$ cat src/rtl/alu_muldiv_pkg.sv
// Shared encodings for the iterative multiply/divide unit: op codes,
// controller states and the step-datapath mode.
package alu_muldiv_pkg;

    localparam logic [2:0] OP_MULT  = 3'b000;
    localparam logic [2:0] OP_MULTU = 3'b001;
    localparam logic [2:0] OP_DIV   = 3'b010;
    localparam logic [2:0] OP_DIVU  = 3'b011;
    localparam logic [2:0] OP_MTHI  = 3'b100;
    localparam logic [2:0] OP_MTLO  = 3'b101;

    typedef enum logic [1:0] {
        ST_IDLE = 2'd0,
        ST_RUN  = 2'd1,
        ST_FIX  = 2'd2
    } state_t;

    typedef enum logic {
        STEP_MUL = 1'b0,
        STEP_DIV = 1'b1
    } step_mode_t;

endpackage

$ cat src/rtl/alu_muldiv_step.sv
// One combinational iteration: shift-add multiply (radix-2, or radix-4 when
// ALU_MULDIV_RADIX4_EN is defined) or one restoring divide step.
module alu_muldiv_step
    import alu_muldiv_pkg::*;
#(
    parameter int WIDTH = 32
) (
    input  step_mode_t       mode,
    input  logic [WIDTH-1:0] acc,
    input  logic [WIDTH-1:0] q,
    input  logic [WIDTH-1:0] opnd,
    output logic [WIDTH-1:0] acc_nxt,
    output logic [WIDTH-1:0] q_nxt
);

`ifdef ALU_MULDIV_RADIX4_EN
    logic [WIDTH+1:0] mul_sum;
`else
    logic [WIDTH:0]   mul_sum;
`endif
    logic [WIDTH+1:0] div_diff;

    // NOTE: every output of a combinational block gets a default first, so
    // no path leaves a value unassigned and no latch is inferred.
    always_comb begin
        acc_nxt  = acc;
        q_nxt    = q;
`ifdef ALU_MULDIV_RADIX4_EN
        // Retire two multiplier bits: add opnd * q[1:0], shift right by two.
        mul_sum  = {2'b00, acc}
                 + ({2'b00, opnd} & {(WIDTH+2){q[0]}})
                 + ({1'b0, opnd, 1'b0} & {(WIDTH+2){q[1]}});
`else
        mul_sum  = {1'b0, acc} + ({1'b0, opnd} & {(WIDTH+1){q[0]}});
`endif
        // Trial subtract of the divisor from the remainder with the next
        // dividend bit shifted in; the top bit is the borrow.
        div_diff = {1'b0, acc, q[WIDTH-1]} - {2'b00, opnd};

        if (mode == STEP_MUL) begin
`ifdef ALU_MULDIV_RADIX4_EN
            acc_nxt = mul_sum[WIDTH+1:2];
            q_nxt   = {mul_sum[1:0], q[WIDTH-1:2]};
`else
            acc_nxt = mul_sum[WIDTH:1];
            q_nxt   = {mul_sum[0], q[WIDTH-1:1]};
`endif
        end else if (!div_diff[WIDTH+1]) begin
            acc_nxt = div_diff[WIDTH-1:0];
            q_nxt   = {q[WIDTH-2:0], 1'b1};
        end else begin
            acc_nxt = {acc[WIDTH-2:0], q[WIDTH-1]};
            q_nxt   = {q[WIDTH-2:0], 1'b0};
        end
    end

endmodule

$ cat src/rtl/alu_muldiv.sv
// Iterative MULT/MULTU/DIV/DIVU into HI/LO plus MTHI/MTLO, start/busy/done
// handshake. Define ALU_MULDIV_RADIX4_EN for two multiply bits per cycle.
module alu_muldiv
    import alu_muldiv_pkg::*;
#(
    parameter int WIDTH = 32
) (
    input  logic             clk,
    input  logic             rst_n,
    input  logic             start,
    input  logic [2:0]       op,
    input  logic [WIDTH-1:0] A,
    input  logic [WIDTH-1:0] B,
    output logic             busy,
    output logic             done,
    output logic             div_by_zero,
    output logic [WIDTH-1:0] hi,
    output logic [WIDTH-1:0] lo
);

    localparam int CNT_W = $clog2(WIDTH) + 1;

    state_t                 state, state_nxt;
    logic [CNT_W-1:0]       cnt, cnt_load;
    logic [WIDTH-1:0]       acc, q, opnd, acc_step, q_step;
    logic                   is_div, neg_q, neg_r, dz;
    logic                   start_arith, mt_write, signed_op, op_div, a_neg, b_neg;
    logic [WIDTH-1:0]       a_mag, b_mag, quo_fix, rem_fix;
    logic [2*WIDTH-1:0]     prod_fix;

    always_comb begin
        start_arith = (state == ST_IDLE) && start && !op[2];
        mt_write    = (state == ST_IDLE) && start && (op == OP_MTHI || op == OP_MTLO);
        signed_op   = (op == OP_MULT) || (op == OP_DIV);
        op_div      = (op == OP_DIV) || (op == OP_DIVU);
        a_neg       = signed_op && A[WIDTH-1];
        b_neg       = signed_op && B[WIDTH-1];
        a_mag       = a_neg ? -A : A;
        b_mag       = b_neg ? -B : B;
`ifdef ALU_MULDIV_RADIX4_EN
        cnt_load    = op_div ? CNT_W'(WIDTH) : CNT_W'(WIDTH / 2);
`else
        cnt_load    = CNT_W'(WIDTH);
`endif
    end

    always_comb begin
        state_nxt = state;
        case (state)
            ST_IDLE: if (start_arith)         state_nxt = ST_RUN;
            ST_RUN:  if (cnt == CNT_W'(1))    state_nxt = ST_FIX;
            ST_FIX:                           state_nxt = ST_IDLE;
            default:                          state_nxt = ST_IDLE;
        endcase
    end

    alu_muldiv_step #(.WIDTH(WIDTH)) u_step (
        .mode    (is_div ? STEP_DIV : STEP_MUL),
        .acc     (acc),
        .q       (q),
        .opnd    (opnd),
        .acc_nxt (acc_step),
        .q_nxt   (q_step)
    );

    // Sign correction; a zero divisor leaves |A| in acc, so hi = A naturally.
    always_comb begin
        prod_fix = neg_q ? -{acc, q} : {acc, q};
        quo_fix  = dz ? '1 : (neg_q ? -q : q);
        rem_fix  = neg_r ? -acc : acc;
    end

    // NOTE: sequential state is written with non-blocking assignments only,
    // so every register samples pre-edge values regardless of block order.
    always_ff @(posedge clk) begin
        if (!rst_n) begin
            state       <= ST_IDLE;
            cnt         <= '0;
            hi          <= '0;
            lo          <= '0;
            done        <= 1'b0;
            div_by_zero <= 1'b0;
        end else begin
            state <= state_nxt;
            done  <= 1'b0;
            case (state)
                ST_IDLE: begin
                    if (start_arith) begin
                        cnt <= cnt_load;
                    end else if (mt_write) begin
                        if (op == OP_MTHI) hi <= A;
                        else               lo <= A;
                        done        <= 1'b1;
                        div_by_zero <= 1'b0;
                    end
                end
                ST_RUN: cnt <= cnt - CNT_W'(1);
                ST_FIX: begin
                    if (is_div) begin
                        hi <= rem_fix;
                        lo <= quo_fix;
                    end else begin
                        {hi, lo} <= prod_fix;
                    end
                    done        <= 1'b1;
                    div_by_zero <= dz;
                end
                default: ;
            endcase
        end
    end

    // NOTE: the iteration datapath is left out of reset; it is always loaded
    // on acceptance before use, and only the architectural state is cleared.
    always_ff @(posedge clk) begin
        if (start_arith) begin
            acc    <= '0;
            q      <= op_div ? a_mag : b_mag;
            opnd   <= op_div ? b_mag : a_mag;
            is_div <= op_div;
            neg_q  <= a_neg ^ b_neg;
            neg_r  <= op_div && a_neg;
            dz     <= op_div && (B == '0);
        end else if (state == ST_RUN) begin
            acc <= acc_step;
            q   <= q_step;
        end
    end

    assign busy = (state != ST_IDLE);

endmodule

$ cat config.mk
export PLATFORM = sky130hd
export DESIGN_NAME = alu_muldiv
export DESIGN_NICKNAME = d
export VERILOG_FILES = /design/src/rtl/alu_muldiv_pkg.sv /design/src/rtl/alu_muldiv_step.sv /design/src/rtl/alu_muldiv.sv
export SDC_FILE = /design/constraint.sdc
export NUM_CORES = 1
export LEC_CHECK = 0
export ABC_AREA = 1
export CORE_MARGIN = 2
export CORE_UTILIZATION = 50
export CTS_CLUSTER_SIZE = 30
export DETAILED_ROUTE_END_ITERATION = 8
export PLACE_DENSITY = 0.73
export SLEW_MARGIN = 25
export SYNTH_ARGS = -nofsm -noshare
export SYNTH_HDL_FRONTEND = slang
export SYNTH_SLANG_ARGS = --single-unit
$ cat constraint.sdc
create_clock -name clk -period 3.6 [get_ports clk]
set_clock_uncertainty 0.1 [all_clocks]
set_input_delay 0.72 -clock clk [delete_from_list [all_inputs] [get_ports clk]]
set_output_delay 0.72 -clock clk [all_outputs]
set_load 0.005 [all_outputs]
==> metrics.md <==
| Metric | Value |
|---|---|
| Initial Util | `50.6%` |
| Post-synth EDFFs | `68` |
| Max-cap viol count | `0` |
| Worst-Skew Late Latency | `0.47 ns` |
| Seq pwr share | `30.3%` |
| Hpwl dp | `62700 um` |
| Post-Syn Area | `0.0179 sq mm` |
| Nets | `3348` |
| Placed Instances | `3648` |
| Drt total wl | `77100 um` |
| Crit. End Element | `flip-flop` |
| Worst EP required | `3.73 ns` |
| Relative slew slack | `41.2%` |
| Pre-CTS setup slack | `0.0844 ns` |
| Worst EP arrival | `3.29 ns` |
| Detail Route Antenna Nets | `0` |
| Overall Power | `8.80 mW` |
| Worst setup SP type | `input port` |
| Setup Viol. Count Final | `0` |
| Die Wd | `193 um` |
| CTS tree | `done` |
| Crit Path Max Fanout | `30` |
| GRT overflow | `0` |
| H-tree depth | `4` |
| Hold path start | `div_by_zero` |
| Sw Share | `47.8%` |
| Die Footprint | `0.0374 sq mm` |
| Synth Warn # | `0` |
| Buffers on Ports | `136` |
| Slew @ Worst Pin | `0.881 ns` |
| Vias | `21.5k` |
| CTS resizes | `0` |
| Largest net degree at the start of global routing | `79` |
| Seq/Total Area, Yosys | `23.2%` |
| TritonRoute pass-1 iters | `6` |
| R2r setup slk | `0.44 ns` |
| DP Area | `0.0198 sq mm` |
| RR Endpoint | `acc[29]` |
| Vias in the first global route | `19.5k` |
| CTS Hold Bufs | `0` |
| Global Route Usage Sum | `40.0%` |
| Highest clock rate | `0.316 GHz` |
| Setup CP Type | `in2reg` |
| Asr flop ratio synth | `0%` |
| Core box area | `0.0354 sq mm` |
| Syn Nets | `3244` |
| Final TNS setup | `0 ns` |
| Worst Hold Class | `reg2reg` |
| Diode count | `0` |
| I/O Pins | `137` |
| Clock Root Buffer | `clkbuf_16` |
| Slew Limit Fails | `0` |
| Placer Congestion | `1.02` |
| Yosys reg bits | `174` |
| Syn_area_per_cell | `5.78 sq um` |
| Worst hold path depth | `2` |
| Final min period | `3.17 ns` |
| FF-to-FF Start | `q[0]` |
| Hold path endpoint | `div_by_zero` |
| Antenna violations before repair | `1` |
| Yosys cell types | `57` |
| Reg2Reg Depth | `14` |
| Fin crit share | `87.9%` |
| Synth-to-Final Area Change | `14.0%` |
| First-pass GRT wire length | `115000 um` |
| Internal | `4.60 mW` |
| RSZ-0062 raised after global routing | `false` |
| Comb power frac | `48.1%` |
| Layout cells sized above 1 | `5.72%` |
| Clk sink count | `174` |
| Clock power frac | `21.6%` |
| Final hold violations | `0` |
| Synth Instances | `3102` |
| Post-CTS Repair Setup Buffers | `0` |
| Synth Flop Type | `dfxtp_1` |
| Peak supply drop | `0.000406 V` |
| Clk buf depth | `2` |
| Outcome | `completed` |
| CTS buffer count | `17` |
| P_leak | `10.0 nW` |
| Core Rows | `69` |
| Layout Cells excl Fill | `3680` |
| Initial detailed-routing violation count | `2646` |
| Clock transition at the registers of the reported paths | `0.08 ns` |
| Drt wl/cell | `20.9 um` |
| Pwr Density | `431 mW/mm^2` |
| Post-route DRC | `0` |
| Psw | `4.20 mW` |
| Chip height | `193 um` |
| Finished Cell Area | `0.0204 sq mm` |
| Post-route worst setup slack | `0.434 ns` |
| Via/cell ratio | `5.84` |
## kinds of logic after synthesis
kind of cell,after synthesis,share of synthesized area (%)
flops,174,23.2
xor+xnor,69,3.37
mux,1,0.0559
simple gates,1693,40.4
buf+inv,576,12.6
fa+ha+maj,72,5.11
compound gates,517,15.3
## power by group through the flow
stage	clock network (mW)	registers, mW	logic, mW
floorplan	0	2.53	2.76
detailed placement	0	2.68	4.08
global placement	0	2.67	4.03
global route	1.96	2.67	4.64
CTS	1.88	2.64	4.10
finish	1.90	2.67	4.23
## registers in the layout, summed over array words and instances (netlist names), 2 cells and up
name,count
opnd,32
cnt,6
q,32
hi,32
acc,32
state,2
lo,32
## cells in the final DEF, fill, tap and decap left out, drive strengths merged, types with 68 or more instances in the layout
cell / count
a21oi: 191
clkdlybuf4s50: 136
dfxtp: 106
edfxtp: 68
ha: 70
inv: 477
nand2: 922
nand3: 246
nor2: 393
o21ai: 275
## worst max-delay path by stage
stage                     startpoint        to  slack [ns]  depth (start not counted)
after global placement         op[1]  opnd[29]        0.07                         11
after detailed placement       op[0]     q[21]        0.08                         12
after floorplan                op[2]      q[6]        0.65                          6
after global routing            q[0]   acc[24]        0.33                         15
after CTS                       q[0]   acc[29]        0.55                         14
final                          op[0]     q[21]        0.43                         12
## cell usage after synthesis (all sizes together) (2+ instances only)
master | instances | share of area [%]
fa | 2 | 0.22
nand4 | 66 | 2.3
o211ai | 5 | 0.21
nor2 | 393 | 8.7
a21o | 3 | 0.13
a211oi | 3 | 0.13
ha | 70 | 4.9
inv | 470 | 9.8
edfxtp | 68 | 11
nor4 | 4 | 0.17
dfxtp | 106 | 12
buf | 42 | 1.4
xnor2 | 11 | 0.54
nand3b | 7 | 0.31
o21a | 6 | 0.25
o22ai | 6 | 0.21
xor2 | 58 | 2.8
or2 | 11 | 0.38
nor3 | 39 | 1.2
nand2 | 922 | 20
o21ai | 275 | 7.8
clkinv | 3 | 0.070
a21oi | 191 | 5.4
a32oi | 3 | 0.15
clkbuf | 61 | 1.3
nand3 | 246 | 7.4
o21bai | 9 | 0.38
a31oi | 12 | 0.42
and2 | 3 | 0.10
## worst max-delay path, stage by stage
cell and delay, ns:
clkdlybuf4s50_1 0.47, nor2_1 0.47, nand2_1 0.18, o21ai_4 0.13, inv_2 0.08, nor2_4 0.09
buf_4 0.31, nand2_1 0.11, xor2_1 0.36, o21ai_0 0.17, nand2_1 0.13, nand2_1 0.06
## routing by layer
layer	track usage [%]	part of all wire (%)	wire length (um)	vias to the layer above
li1	-	-	-	10200
met1	52.3	39	30000	9824
met2	64.0	45	34400	1274
met3	7.24	11	8550	214
met4	18.6	5.3	4110	2
met5	0	0.017	13	-
## metrics by stage
| stage | util [%] | hold WS, ns |
|---|---|---|
| floorplan | - | 0.343 |
| global placement | 56.1 | 0.362 |
| detailed placement | 56.1 | 0.374 |
| CTS | 57.7 | 0.382 |
| global route | 57.7 | 0.400 |
| finish | 57.7 | 0.383 |
## layout make-up
cell class                      count  area (sq um)
Sequential cell                   174          4160
Clock buffer                       17           425
Inverter                          473          1780
Clock inverter                     15           149
Timing Repair Buffer              188          1810
Fill cell                        3692         15000
Tap cell                          461           577
Multi-Input combinational cell   2352         11500
No activity file was read; power rests on OpenSTA's default activity.
